--- src/rtl/speed_meter.sv ---
// speed_meter: counts rising edges of async I_pulse per GATE_CYCLES window; `SPEED_GLITCH_FILTER_EN adds a FILTER_CYCLES debounce.
// Latency: a clean rise is counted 3 clocks later (3+FILTER_CYCLES with filter); results appear one clock after window end.
// Backpressure: none; O_valid is a one-cycle strobe and results hold until the next window closes.
module speed_meter #(
    parameter int GATE_CYCLES   = 100000,
    parameter int CNT_W         = 16,
    parameter int STOP_WINDOWS  = 4,
    parameter int FILTER_CYCLES = 8
) (
    input  logic             I_clk,
    input  logic             I_rst_n,
    input  logic             I_pulse,
    input  logic             I_clr,
    output logic [CNT_W-1:0] O_speed,
    output logic             O_valid,
    output logic             O_sat,
    output logic             O_stopped
);
    localparam int GW = (GATE_CYCLES > 1) ? $clog2(GATE_CYCLES) : 1;
    localparam int ZW = $clog2(STOP_WINDOWS + 1);
    localparam logic [GW-1:0] GATE_LAST = GW'(GATE_CYCLES - 1);
    localparam logic [ZW-1:0] STOP_FULL = ZW'(STOP_WINDOWS);

    logic             sync_q1;
    logic             sync_q2;
    logic             lvl;
    logic             lvl_q;
    logic             pulse_edge;
    logic [GW-1:0]    gate_cnt;
    logic [CNT_W-1:0] pulse_cnt;
    logic [CNT_W-1:0] cnt_inc;
    logic             cnt_max;
    logic             sat_int;
    logic             sat_nxt;
    logic             win_end;
    logic [ZW-1:0]    zero_cnt;
    logic [ZW-1:0]    zero_nxt;

    always_ff @(posedge I_clk or negedge I_rst_n) begin
        if (!I_rst_n) begin
            sync_q1 <= 1'b0;
            sync_q2 <= 1'b0;
        end else begin
            sync_q1 <= I_pulse;
            sync_q2 <= sync_q1;
        end
    end

`ifdef SPEED_GLITCH_FILTER_EN
    localparam int FCW = $clog2(FILTER_CYCLES + 1);
    localparam logic [FCW-1:0] FILT_LAST = FCW'(FILTER_CYCLES - 1);

    logic           filt_lvl;
    logic [FCW-1:0] filt_cnt;

    // Level flips only after FILTER_CYCLES consecutive disagreeing samples; any bounce restarts the run.
    always_ff @(posedge I_clk or negedge I_rst_n) begin
        if (!I_rst_n) begin
            filt_lvl <= 1'b0;
            filt_cnt <= '0;
        end else if (sync_q2 == filt_lvl) begin
            filt_cnt <= '0;
        end else if (filt_cnt == FILT_LAST) begin
            filt_lvl <= sync_q2;
            filt_cnt <= '0;
        end else begin
            filt_cnt <= filt_cnt + 1'b1;
        end
    end

    assign lvl = filt_lvl;
`else
    assign lvl = sync_q2;
`endif

    always_ff @(posedge I_clk or negedge I_rst_n) begin
        if (!I_rst_n) begin
            lvl_q <= 1'b0;
        end else begin
            lvl_q <= lvl;
        end
    end

    assign pulse_edge = lvl & ~lvl_q;
    assign win_end    = (gate_cnt == GATE_LAST);
    assign cnt_max    = &pulse_cnt;
    assign cnt_inc    = (pulse_edge && !cnt_max) ? pulse_cnt + 1'b1 : pulse_cnt;
    assign sat_nxt    = sat_int | (cnt_max & pulse_edge);

    // cnt_inc already folds in an edge landing on the closing cycle.
    always_comb begin
        zero_nxt = '0;
        if (cnt_inc == '0) begin
            zero_nxt = (zero_cnt == STOP_FULL) ? zero_cnt : zero_cnt + 1'b1;
        end
    end

    always_ff @(posedge I_clk or negedge I_rst_n) begin
        if (!I_rst_n) begin
            gate_cnt  <= '0;
            pulse_cnt <= '0;
            sat_int   <= 1'b0;
            zero_cnt  <= '0;
            O_speed   <= '0;
            O_valid   <= 1'b0;
            O_sat     <= 1'b0;
            O_stopped <= 1'b0;
        end else if (I_clr) begin
            gate_cnt  <= '0;
            pulse_cnt <= '0;
            sat_int   <= 1'b0;
            O_valid   <= 1'b0;
        end else if (win_end) begin
            gate_cnt  <= '0;
            pulse_cnt <= '0;
            sat_int   <= 1'b0;
            zero_cnt  <= zero_nxt;
            O_speed   <= cnt_inc;
            O_sat     <= sat_nxt;
            O_stopped <= (zero_nxt == STOP_FULL);
            O_valid   <= 1'b1;
        end else begin
            gate_cnt  <= gate_cnt + 1'b1;
            pulse_cnt <= cnt_inc;
            sat_int   <= sat_nxt;
            O_valid   <= 1'b0;
        end
    end
endmodule

--- config.mk ---
export PLATFORM = sky130hd
export DESIGN_NAME = speed_meter
export DESIGN_NICKNAME = d
export VERILOG_FILES = /design/src/rtl/speed_meter.sv
export SDC_FILE = /design/constraint.sdc
export NUM_CORES = 1
export LEC_CHECK = 0
export ABC_AREA = 0
export CORE_MARGIN = 2
export CORE_UTILIZATION = 52
export CTS_BUF_LIST = sky130_fd_sc_hd__clkbuf_8
export DETAILED_ROUTE_END_ITERATION = 12
export HOLD_SLACK_MARGIN = 0.03
export PLACE_DENSITY_LB_ADDON = 0.1
export SLEW_MARGIN = 20
export SYNTH_ARGS = -nofsm -noshare
export SYNTH_HDL_FRONTEND = slang
export SYNTH_SLANG_ARGS = --single-unit
--- constraint.sdc ---
create_clock -name I_clk -period 3.9 [get_ports I_clk]
set_clock_uncertainty 0.15 [all_clocks]
set_input_delay 1.17 -clock I_clk [delete_from_list [all_inputs] [get_ports I_clk]]
set_output_delay 1.17 -clock I_clk [all_outputs]
set_load 0.01 [all_outputs]
# Word-level counts from Yosys, hierarchy flattened
# Cells that the tools add are included.
[word_totals]
reg_bits = 59
latchBits = 0
ram_bits = 0
rom_bits = 0
elab_cells = 38
mem_count = 0
[op_classes]
addsub = 3
multipliers = 0
div = 0
magnitude_cmp = 0
n_eq_ne = 3
n_shift = 0
n_mux = 11
n_bitwise = 5
n_reduce_logical = 5
[ops]
columns = ["op", "count"]
rows = [
  ["$mux W16", 3],
  ["$mux W17", 2],
  ["$add A17 B1 Y17 const B", 1],
  ["$eq A17 B17 Y1 const B", 1],
  ["$add A16 B1 Y16 const B", 1],
  ["$logic_not A16 Y1", 1],
  ["$reduce_and A16 Y1", 1],
  ["$eq A3 B3 Y1 const B", 2],
  ["$mux W3", 2],
  ["$mux W1", 4],
  ["$add A3 B1 Y3 const B", 1],
  ["$and A1 B1 Y1", 2],
  ["$not A1 Y1", 2],
  ["$reduce_and A2 Y1", 1],
  ["$logic_and A1 B1 Y1", 1],
  ["$logic_not A1 Y1", 1],
  ["$or A1 B1 Y1", 1],
]

# Depth between registers and ports, before layout
[depth]
word_depth = 7
depth_mapped = 10
mapped_depth_nobuf = 10

# Least setup slack after synthesis
# No wires, ideal clock.
[synth_timing]
kind = "flip-flop to flip-flop"
startpoint = "register pulse_cnt[3]"
endpoint = "register O_stopped"
setup_time_ns = 0.095
arrival_ns = 2.259
t_required_ns = 3.655
slack_ns = 1.395
path_stages_with_launch = 10
n_path_buf = 2
cell_sequence = "dfrtp_1 -> buf_2 -> nand3_2 -> or4_1 -> buf_2 -> nor3_1 -> mux2i_1 -> nor4b_4 -> nand3_2 -> o31ai_1"
[synth_between]
elab_chain_cells = 7
word_cells_on_any_way = 8
[synth_rtl]
columns = ["item", "line", "source"]
rows = [
  ["start, declared", "30", "logic [CNT_W-1:0] pulse_cnt;"],
  ["start signal, assigned", "124", "pulse_cnt <= cnt_inc;"],
  ["parallel branches: the longest is 3 deep, another holds $add A16 B1 Y16", "n/a", ""],
  ["$mux W16 (*)", "87", "assign cnt_inc = (pulse_edge && !cnt_max) ? pulse_cnt + 1'b1 : pulse_cnt;"],
  ["$logic_not A16 Y1 (*)", "93", "if (cnt_inc == '0) begin"],
  ["$mux W3 (*)", "93", ""],
  ["$eq A3 B3 Y1 (*)", "120", "O_stopped <= (zero_nxt == STOP_FULL);"],
  ["end signal, assigned", "120", ""],
  ["end, declared", "17", "output logic O_stopped"],
]
# Mark *: on every way between the ends.
# A chain may end at the register's enable or synchronous reset.

# Worst setup path after layout
[layout_timing]
startpoint = "register pulse_cnt[1]"
endpoint = "register O_stopped"
# Same word-level chain as after synthesis.

==> reports/results.tsv <==
metric	value	unit
min_period	2920	ps
ios	23	
finalSetupViolations	0	
synth_area_leaders	dfrtp_1 52%, nor2_1 7.4%, xnor2_1 4.3%, xor2_1 3.7%, nand2_1 3.0%	
crit_family	simple AND/OR/NAND/NOR gates	
viasPerCell	5.42	
worstReg2RegStart	pulse_cnt[1]	
io_buffers	22	
status	complete, no violations	
synth.distinct_cells	45	
ir_drop	0.223	mV
ys_seq_elements	59	
grt_pass1_wl	9690	um
hold_violations	0	
ff2ff_path_depth	8	
crit_type	flop to flop	
avgSynthCellArea	9.73	um2
critPathArrivalTime	3000	ps
start_util	54.8	%
cts-resized-gates	0	
first_pass_iters	4	
grt_pass1_vias	2066	
r2r_end	O_stopped	
fmax	0.343	GHz
die_w	78.0	um
setup_tns	0	ps
critical_path.cell_chain	ha_1, nand4b_1, nor3_1, and3b_1, o221ai_2, nor4b_4, nand3_2, o31ai_1	
syn_area	2850	um2
slowest_delay	630	ps
worstHoldStart	sync_q1	
slew_headroom	53.0	%
overflow	0	
hpwl	3810	um
core_area	5200	um2
ctsHoldBuffers	0	
clock_sinks	59	
min_path_type	flop to flop	
synth_largest_area_cell	dfrtp_1	
dieArea	6090	um2
grt.total_usage	20.4	%
syn-num-nets	301	
grt_max_degree	34	
clock_latency	330	ps
fin_crit_sh	74.8	%
drt_iter0_drc	148	
hold_slack	199	ps
cts_root_buffer	clkbuf_8	
clk_pin_slew	60	ps
rsz0062_at_grt	no	
cts_setup_buffers	0	
cts_max_path_buffers	2	
place_congestion	0.856	
ys_warn_count	0	
num-fill-cells	450	
setup.worst_path.start	pulse_cnt[1]	
tritoncts	done	
cp.required	3990	ps
start_kind	flop	
powerDensity	363	nW/um2
path_depth	8	
rows	26	
area_growth_syn_to_layout	17.2	%
layout.nets	329	
worstHoldPathCells	0	
synth-seq-area-share	51.8	%
drv_cap	0	
cts_made_buffers	9	
drc	0	
worstHoldEndpoint	lvl	
drtAntennaViolNets	0	
n_antenna_cell	0	
critPathMaxFanout	6	
slew_violations	0	
route.final.wire_length	5360	um
cpMaxStageDelayCell	nor3_1	
final_layout_size_suffix_gt1_share	8.31	%
critPathBufInv	0	
worst_pin_slew	705	ps
final_common_cell	dfrtp_1	
antenna_found_initial	0	
vias	2140	
mostFrequentLayoutCells	59 x dfrtp_1, 56 x nor2_1, 23 x nand2_1, 21 x clkdlybuf4s50_1, 17 x a21oi_1	
yosys.area.top_type_share	51.8	%
r2r_slack	980	ps
htree_num_levels	3	
cp-end-kind	flop	
p_leak	0.00148	uW
wire_per_inst	13.6	um
syn_inst	293	
die_h	78.0	um
-- synth_stat cells, drive strengths merged --
cell	count
and2	1
nor2	56
nor3	7
clkbuf	6
and4	1
o221ai	1
and3	8
a21o	1
o31ai	2
nor2b	2
xnor2	14
mux2i	6
ha	4
nand2	23
nor4	3
o2111ai	2
or2	1
nor4b	3
dfrtp	59
nand2b	5
inv	12
nand3b	1
buf	3
nand3	10
a211oi	1
nand4	8
xor2	12
o311ai	1
and4b	1
a31oi	1
and3b	2
a21oi	17
o21bai	1
or4	1
nand4b	1
nor3b	1
a41oi	1
o21ai	13
o22ai	1
-- state kept, by name, indices dropped and copies added (netlist names) --
register and count:
gate_cnt 17, O_speed 16, pulse_cnt 16, zero_cnt 3
O_sat 1, O_stopped 1, O_valid 1, lvl 1
lvl_q 1, sat_int 1, sync_q1 1
-- cells by family after synthesis --
kind of cell	Yosys count	share of synthesized area, %
and+or+nand+nor	135	24.7
adders and majority gates	4	1.76
buffers and inverters	21	2.85
AOI/OAI and AO/OA	42	8.78
muxes	6	2.11
DFF	59	51.8
xor gates and xnor gates	26	7.99
-- layer usage --
layer	global-route usage (%)	part of all wire [%]	vias to the layer above
met2	28.7	43	40
li1	-	-	1055
met5	0	0	-
met4	8.42	1.8	0
met3	6.67	3.5	10
met1	29.3	52	1035
-- how the worst max path moves through the flow --
stage | to | slack, ps
floorplan | O_stopped | 1400
global placement | O_stopped | 1010
detailed placement | O_stopped | 990
CTS | O_stopped | 1020
global route | O_stopped | 760
finish | O_stopped | 980
-- where the power goes --
part           switching [uW]  total [uW]  internal [uW]
sequential               5.53         623            618
clock                     226         547            321
combinational            27.7        41.1           13.4
-- worst reg2reg max path, delay by kind of cell, from the launching register on --
kind | cells | cell delay [ps]
simple gates | 5 | 1620
flops | 1 | 430
compound gates | 2 | 350
fa+ha+maj | 1 | 270
-- through the flow --
| stage | std cells | worst slack, ps | total power (uW) | util [%] | area (um2) |
|---|---|---|---|---|---|
| after global placement | 380 | 1010 | 676 | 60.5 | 3150 |
| after detailed placement | 380 | 992 | 677 | 60.5 | 3150 |
| final | 395 | 984 | 1210 | 64.2 | 3340 |
| after global routing | 395 | 763 | 1260 | 64.2 | 3340 |
| after CTS | 395 | 1020 | 1220 | 64.2 | 3340 |
| after floorplan | 293 | 1400 | 655 | - | 2850 |
-- area by class of cell --
type                            count  area, um2  area share, %
Clock buffer                       11        151           4.53
Clock inverter                      4       42.5           1.27
Multi-Input combinational cell    213       1290           38.7
Sequential cell                    59       1480           44.2
Tap cell                           70       87.6           2.62
Inverter                           12       45.0           1.35
Timing Repair Buffer               26        245           7.34
Note: power is estimated with default switching activity, not from simulation.
